## config.mk

```make
export PLATFORM = sky130hd
export DESIGN_NAME = alarm_controller
export DESIGN_NICKNAME = d
export VERILOG_FILES = /design/src/rtl/alarm_pkg.sv /design/src/rtl/tick_timer.sv /design/src/rtl/alarm_controller.sv
export SDC_FILE = /design/constraint.sdc
export NUM_CORES = 1
export LEC_CHECK = 0
export CORE_MARGIN = 2
export CORE_UTILIZATION = 51
export CTS_CLUSTER_SIZE = 40
export DETAILED_ROUTE_END_ITERATION = 12
export PLACE_DENSITY_LB_ADDON = 0.1
export SYNTH_ARGS = -nofsm -noshare
export SYNTH_HDL_FRONTEND = slang
export SYNTH_SLANG_ARGS = --single-unit
```

## constraint.sdc

```tcl
create_clock -name clk -period 3.8 [get_ports clk]
set_clock_uncertainty 0.1 [all_clocks]
set_input_delay 0.95 -clock clk [delete_from_list [all_inputs] [get_ports clk]]
set_output_delay 0.95 -clock clk [all_outputs]
set_load 0.03 [all_outputs]
```

## src/rtl/alarm_pkg.sv

```systemverilog
// Shared types and constants for the alarm controller: state encoding, BCD digit widths, timer sizing.
package alarm_pkg;

    localparam int unsigned MU_W     = 4;
    localparam int unsigned MT_W     = 3;
    localparam int unsigned HU_W     = 4;
    localparam int unsigned HT_W     = 3;
    localparam int unsigned MAX_MIN  = 59;
    localparam int unsigned MAX_HOUR = 23;

    typedef enum logic [1:0] {
        IDLE    = 2'd0,
        ARMED   = 2'd1,
        RINGING = 2'd2,
        SNOOZE  = 2'd3
    } state_t;

    // Four BCD digits of an HH:MM time, most significant digit first.
    typedef struct packed {
        logic [HT_W-1:0] hour_tens;
        logic [HU_W-1:0] hour_units;
        logic [MT_W-1:0] min_tens;
        logic [MU_W-1:0] min_units;
    } hhmm_t;

    // Width needed to hold the larger of the two timeout loads.
    function automatic int unsigned tmr_width(input int unsigned a, input int unsigned b);
        return $clog2(((a > b) ? a : b) + 1);
    endfunction

endpackage

```

## src/rtl/tick_timer.sv

```systemverilog
// Loadable seconds down-counter; expire_c flags the tick that would take the count from 1 to 0.
module tick_timer #(
    parameter int unsigned W = 9
) (
    input  logic         clk,
    input  logic         reset,
    input  logic         load,
    input  logic [W-1:0] load_val,
    input  logic         tick,
    output logic         expire_c
);

    logic [W-1:0] count;

    // Load wins over tick; the count saturates at zero.
    always_ff @(posedge clk) begin
        if (!reset) begin
            count <= '0;
        end else if (load) begin
            count <= load_val;
        end else if (tick && (count != '0)) begin
            count <= count - W'(1);
        end
    end

    assign expire_c = tick && (count == W'(1));

endmodule

```

## src/rtl/alarm_controller.sv

```systemverilog
// Alarm time storage, minute-match trigger and ring/snooze/stop state machine driving the buzzer.
// Optional ALARM_BEEP_EN: buzzer pulses 1 s on / 1 s off while ringing instead of a steady tone.
module alarm_controller
    import alarm_pkg::*;
#(
    parameter int unsigned SNOOZE_SEC = 300,
    parameter int unsigned RING_SEC   = 60
) (
    input  logic       clk,
    input  logic       reset,
    input  logic       tick_1hz,
    input  logic [3:0] min_units,
    input  logic [2:0] min_tens,
    input  logic [3:0] hour_units,
    input  logic [2:0] hour_tens,
    input  logic       alarm_enable,
    input  logic       set_alarm,
    input  logic [5:0] alarm_minutes,
    input  logic [4:0] alarm_hours,
    input  logic       snooze_btn,
    input  logic       stop_btn,
    output logic       buzzer,
    output logic       ringing,
    output logic       snoozing,
    output logic [3:0] alm_min_units,
    output logic [2:0] alm_min_tens,
    output logic [3:0] alm_hour_units,
    output logic [2:0] alm_hour_tens
);

    localparam int unsigned TMR_W = tmr_width(SNOOZE_SEC, RING_SEC);

    state_t             state, state_nxt;
    hhmm_t              alm, cur, ld;
    logic               ld_valid_c;
    logic               match_r, match_prev;
    logic               trig_c;
    logic               tmr_load, tmr_tick, tmr_expire;
    logic [TMR_W-1:0]   tmr_val;
    logic               buzzer_nxt;

    assign cur = {hour_tens, hour_units, min_tens, min_units};

    // Binary alarm time split into BCD digits; out-of-range loads are dropped.
    always_comb begin
        ld.min_units  = 4'(alarm_minutes % 6'd10);
        ld.min_tens   = 3'(alarm_minutes / 6'd10);
        ld.hour_units = 4'(alarm_hours % 5'd10);
        ld.hour_tens  = 3'(alarm_hours / 5'd10);
    end

    assign ld_valid_c = set_alarm
                      && (alarm_minutes <= 6'(MAX_MIN))
                      && (alarm_hours   <= 5'(MAX_HOUR));

    assign trig_c   = match_r && !match_prev;
    assign tmr_tick = tick_1hz && ((state == RINGING) || (state == SNOOZE));

    tick_timer #(.W(TMR_W)) u_timer (
        .clk      (clk),
        .reset    (reset),
        .load     (tmr_load),
        .load_val (tmr_val),
        .tick     (tmr_tick),
        .expire_c (tmr_expire)
    );

    // Next-state and timer-load decode.
    always_comb begin
        state_nxt = state;
        tmr_load  = 1'b0;
        tmr_val   = TMR_W'(RING_SEC);
        if (!alarm_enable) begin
            state_nxt = IDLE;
        end else if (ld_valid_c && ((state == RINGING) || (state == SNOOZE))) begin
            state_nxt = ARMED;
        end else begin
            case (state)
                IDLE: state_nxt = ARMED;
                ARMED: begin
                    if (trig_c && !ld_valid_c) begin
                        state_nxt = RINGING;
                        tmr_load  = 1'b1;
                    end
                end
                RINGING: begin
                    if (stop_btn) begin
                        state_nxt = ARMED;
                    end else if (snooze_btn) begin
                        state_nxt = SNOOZE;
                        tmr_load  = 1'b1;
                        tmr_val   = TMR_W'(SNOOZE_SEC);
                    end else if (tmr_expire) begin
                        state_nxt = ARMED;
                    end
                end
                SNOOZE: begin
                    if (stop_btn) begin
                        state_nxt = ARMED;
                    end else if (tmr_expire) begin
                        state_nxt = RINGING;
                        tmr_load  = 1'b1;
                    end
                end
                default: state_nxt = IDLE;
            endcase
        end
    end

`ifdef ALARM_BEEP_EN
    logic beep_phase, beep_nxt;

    // Phase restarts high on every entry to RINGING so each ring begins audible.
    always_comb begin
        beep_nxt = beep_phase;
        if ((state_nxt == RINGING) && (state != RINGING)) begin
            beep_nxt = 1'b1;
        end else if (tick_1hz) begin
            beep_nxt = !beep_phase;
        end
    end

    always_ff @(posedge clk) begin
        if (!reset) begin
            beep_phase <= 1'b0;
        end else begin
            beep_phase <= beep_nxt;
        end
    end

    assign buzzer_nxt = (state_nxt == RINGING) && beep_nxt;
`else
    assign buzzer_nxt = (state_nxt == RINGING);
`endif

    // A valid load seeds both match flops with the new equality so it cannot look like a rising edge.
    always_ff @(posedge clk) begin
        if (!reset) begin
            state      <= IDLE;
            alm        <= '0;
            match_r    <= 1'b0;
            match_prev <= 1'b0;
            ringing    <= 1'b0;
            snoozing   <= 1'b0;
            buzzer     <= 1'b0;
        end else begin
            state    <= state_nxt;
            ringing  <= (state_nxt == RINGING);
            snoozing <= (state_nxt == SNOOZE);
            buzzer   <= buzzer_nxt;
            if (ld_valid_c) begin
                alm        <= ld;
                match_r    <= (cur == ld);
                match_prev <= (cur == ld);
            end else begin
                match_r    <= (cur == alm);
                match_prev <= match_r;
            end
        end
    end

    assign alm_min_units  = alm.min_units;
    assign alm_min_tens   = alm.min_tens;
    assign alm_hour_units = alm.hour_units;
    assign alm_hour_tens  = alm.hour_tens;

endmodule

```

[Word-level counts from Yosys, hierarchy flattened]
Cells that the tools add are included.
Storage, ports and cells
  register bits: 29
  logic and storage cells: 65
  output and inout bits: 17
  input bits: 32
Operators by class
  magnitude comparators: 2
  divide/modulo/power cells: 4
  $add $sub $neg: 1
  reduce and logical (&&, ||, !) cells: 14
  multiplexer cells: 26
  equality and inequality tests: 8
Operator list (count)
  two-way mux 9 bit: 7
  == test 14 bit: 2
  two-way mux 2 bit: 8
  == test 9 x 1 -> 1 bit (second input constant): 1
  two-way mux 1 bit: 9
  nonzero test 9 bit: 1
  subtractor 9 x 1 -> 9 bit (second input constant): 1
  == test 2 bit (second input constant): 4
  logical AND 1 bit: 8
  case mux 2 bit (4 select lines): 1
  divider 6 x 4 -> 6 bit (second input constant): 1
  less-or-equal comparator 6 bit (second input constant): 1
  remainder unit 6 x 4 -> 6 bit (second input constant): 1
  divider 5 x 4 -> 5 bit (second input constant): 1
  less-or-equal comparator 5 bit (second input constant): 1
  remainder unit 5 x 4 -> 5 bit (second input constant): 1
  case mux 1 bit (3 select lines): 1
  == test 2 x 1 -> 1 bit (second input constant): 1
  logical NOT 1 bit: 2
  logical NOT 2 bit: 1
  nonzero test 2 bit: 1
  logical OR 1 bit: 1

[Logic depth before layout (Yosys ltp)]
  word-level depth: 11
  depth in mapped cells: 10
  mapped depth without buffers: 9

[Hierarchy]
From an unflattened synthesis, not the netlist that was laid out.
Second synthesis, totals
  cell total of the unflattened synthesis: 287
  area total of the unflattened synthesis: 2274.7 sq um
Modules (own cells, without submodules)
  alarm_controller: sequential area each 380.4 sq um, instances 1, cells each 218, area an instance 1710.4 sq um
  tick_timer: sequential area each 180.2 sq um, instances 1, cells each 69, area an instance 564.3 sq um

[Worst setup path before layout]
No wires, ideal clock.
  path kind: input-to-reg
  start: input port alarm_hours[4]
  end: register match_r
  data required time: 3.604 ns
  setup time: 0.096 ns
  arrival time: 3.233 ns
  setup slack: 0.372 ns
  stages: 9
  path buffers: 1
  cells stage by stage: buf_2 -> nor2b_1 -> a21oi_1 -> ha_1 -> o211a_1 -> a211oi_1 -> xnor3_1 -> or3_1 -> o41ai_2
On the way
  cells in the longest elaborated chain, start to end: 3
  elaborated cells between the ends (all ways): 6
  those cells by class: 2 x div; 1 x order compare; 1 x eq/ne; 1 x mux; 1 x reduce/logical
Ends and longest elaborated chain
  from (decl): line alarm_controller.sv:19  | input logic [4:0] alarm_hours,
  remainder unit 5 x 4 -> 5 bit (tied with other cells): line alarm_controller.sv:48  | ld.hour_units = 4'(alarm_hours % 5'd10);
  == test 14 bit / logical AND 1 bit (equally long branches): line alarm_controller.sv:153, alarm_controller.sv:54
  two-way mux 1 bit (*): line alarm_controller.sv:151  | if (ld_valid_c) begin
  to (signal assigned): line alarm_controller.sv:153  | match_r <= (cur == ld);
  to (signal assigned): line alarm_controller.sv:156  | match_r <= (cur == alm);
  to (decl): line alarm_controller.sv:36  | logic match_r, match_prev;
Mark *: on every way between the ends. The rest lies on a longest branch, timed or not.
A chain may end at the register's enable or synchronous reset.

[Final worst setup path]
Same ends and word-level chain as after synthesis.

==> results.md <==
- Final period util: between 90 and 100%
- Ranking of synthesized cells by area: dfxtp_1 25%, xnor2_1 10%, nand2_1 4.0%
- Syn Inst Count: 288
- Routed wl met3: 369 um
- Reg2reg setup slack: roughly 1.4 ns
- Vias: around 2.2k
- Layout area overhead: 29.8%
- Placement Cell Area: around 2900 um^2
- R2R Path End: u_timer.count[8]
- Mapped Nets: roughly 320
- CTS tree: yes
- First-pass GRT wire length: ~10 mm
- Max_cap viols: 0
- Antenna violations before repair: 0
- Slew @ Worst Pin: ~0.62 ns
- Count of final hold-check violations: 0
- Worst Path Arrival: around 3.6 ns
- Worst setup startpoint: alarm_hours[4]
- Hold Buf Count CTS: 0
- Startpoint Class: input pin
- Clk slew on worst S/H paths: about 0.10 ns
- Finished Cell Area: 2950 um^2
- Postcts setup bufs: 0
- Placer Congestion: 0.851
- Worst Path Class, Setup: in -> reg
- Crit Reg-Reg Startpoint: u_timer.count[4]
- Relative slew slack: 58.1%
- Number of remaining DRC errors: 0
- Cell taking the most area after synthesis: dfxtp_1
- Final Slew Violations: 0
- Min-Delay Endpoint: alm_min_units[0]
- Root Buffer: clkbuf_8
- Global-route usage over all layers: around a quarter
- Seq cells post-synth: 28
- Ports: just under 50
- Outcome: finished, final reports clean
- Worst Hold Class: reg -> reg
- # nets final: 380
- CTS buffer count: 3
- Peak supply drop: 0.309 mV
- Cell area after synthesis: 2270 um^2
- H-tree depth: 1
- Vias/cell: roughly 5.7
- Bufs on Longest Clock Path: 2
- GRT Residual Overflow: 0
- Number of flops mapped to enable cells by yosys: 0
- Met2 WL: 2.65 mm
- Min Tclk post-route: approximately 3.5 ns
- Clock latency at the later pin of the worst-skew pair: between 0.2 and 0.3 ns
- Post-layout util: between 60 and 70%
- Worst setup EP type: flip-flop
- Most common cell after layout, fill and taps aside: clkdlybuf4s50_1
- DIE WIDTH: a little over 70 um
- Number of global-route vias before repair: around 2.1k
- Fraction of layout cells with a size suffix above 1: 10.8%
- Critical path peak fanout: 5
- Critical hold path startpoint: alm_min_units[0]
- Pre-antenna DRT Iters: 4
- TritonCTS Sinks: 28
- Cell row count: 24
- Largest net degree at the start of global routing: 23
- Pwr Density: 274 nW/um^2
- Port-buffer cells: between 40 and 50
- Total core area: approximately 4300 um^2
- WL met1: ~2.7 mm
- Cells on worst reg2reg path: 6
- Top sig layer: met4
- Hpwl dp: between 4 and 5 mm
- Area fraction of the dominant cell type after synthesis: between 20 and 25%
- Endpoints failing setup: 0
- Initial core utilization: 52.6%
- ANT cells: 0
- WL per Instance: around 15 um
- Antenna-violating nets left: 0
- Die area: about 5000 um^2
- Synth Area per Inst: 7.89 um^2
- WL final: around 5.8 mm
- RSZ-0062 raised after global routing: false
- Post-synthesis async set-or-reset flop share: 0%
- Post-synth cell types: 61
- Worst hold stages: 2
- Max Fclk: between 200 and 300 MHz
- Most frequent cells in the layout: 47 x clkdlybuf4s50_1, 28 x dfxtp_1, 26 x xnor2_1
- Ys Warns: 0
- Post-CTS resize count: 0
- Leak pwr: 1.16 nW
- Sequential area share after synthesis: around 25%
- Ys flop type: dfxtp_1
- First DRT Iteration DRCs: 94
- Required time worst endpoint: roughly 4 ns
- Die Y: 70.8 um
==> cell type report <==
cell class	instances	area, um^2
fill	365	1370
clock buffer	3	41.3
inverter	12	45.0
clock inverter	1	30.0
sequential	28	561
multi-input combinational	230	1570
tap	52	65.1
timing repair buffer	69	636
==> cell families (layout without fill, tap and decap cells) <==
group | after synthesis | after routing | synth area share (%)
simple gates | 110 | 110 | 25.5
compound gates | 75 | 75 | 24.9
xor+xnor | 34 | 34 | 13.7
buf+inv | 30 | 85 | 6.11
flops | 28 | 28 | 24.7
mux | 6 | 6 | 2.75
fa+ha+maj | 4 | 4 | 2.20
other cells | 1 | 1 | 0.165
==> power breakdown <==
part / switching [mW] / internal, mW / total [mW]
Clock: 0.0900 / 0.141 / 0.231
Combinational: 0.132 / 0.130 / 0.263
Sequential: 0.0105 / 0.303 / 0.314
==> worst max path at each step <==
stage | to | slack [ns] | cells after the start
finish | match_r | 0.29 | 10
global route | match_r | 0.14 | 10
CTS | match_r | 0.29 | 10
detailed placement | match_r | -0.009 | 10
global placement | match_r | 0.07 | 10
floorplan | match_r | 0.37 | 9
==> sequential cells by signal, indices dropped and copies added, names as in the netlist <==
name	count
state	2
alm_hour_units	4
alm_min_tens	3
alm_min_units	4
ringing	1
match_r	1
match_prev	1
u_timer.count	9
snoozing	1
alm_hour_tens	2
==> synth_stat cells (7+ instances only) <==
| cell type | instances |
|---|---|
| nand2_1 | 24 |
| a21oi_1 | 12 |
| nor2_1 | 21 |
| a21boi_0 | 8 |
| xor2_1 | 7 |
| nor2b_1 | 11 |
| nand2b_1 | 9 |
| inv_1 | 12 |
| dfxtp_1 | 28 |
| nor3_1 | 7 |
| o21ai_0 | 9 |
| clkbuf_1 | 11 |
| xnor2_1 | 26 |
| nand3_1 | 9 |
==> metal layers <==
metal,vias up,global-route usage (%)
met5,-,0
met4,0,3.35
met3,6,5.13
met2,62,39.7
met1,1040,33.4
li1,1137,-
==> per-stage QoR <==
step	TNS [ns]	power [mW]	hold slack, ns	instances	setup slack (ns)
5_1_grt	0	0.852	0.422	395	0.141
3_3_place_gp	0	0.577	0.377	391	0.0677
6_report	0	0.808	0.392	395	0.287
4_1_cts	0	0.812	0.397	395	0.286
3_5_place_dp	-0.00860	0.581	0.383	391	-0.00860
2_1_floorplan	0	0.475	0.361	288	0.372
==> critical path, cell delays in order <==
cell and delay [ns]:
clkdlybuf4s50_1 0.52, nor2b_1 0.19, a21oi_1 0.11, ha_1 0.34, nand2b_1 0.09, a22oi_1 0.09
o211a_1 0.13, or4_1 0.49, or3_1 0.40, o41ai_2 0.30
Power figures use the tool's default switching activity.
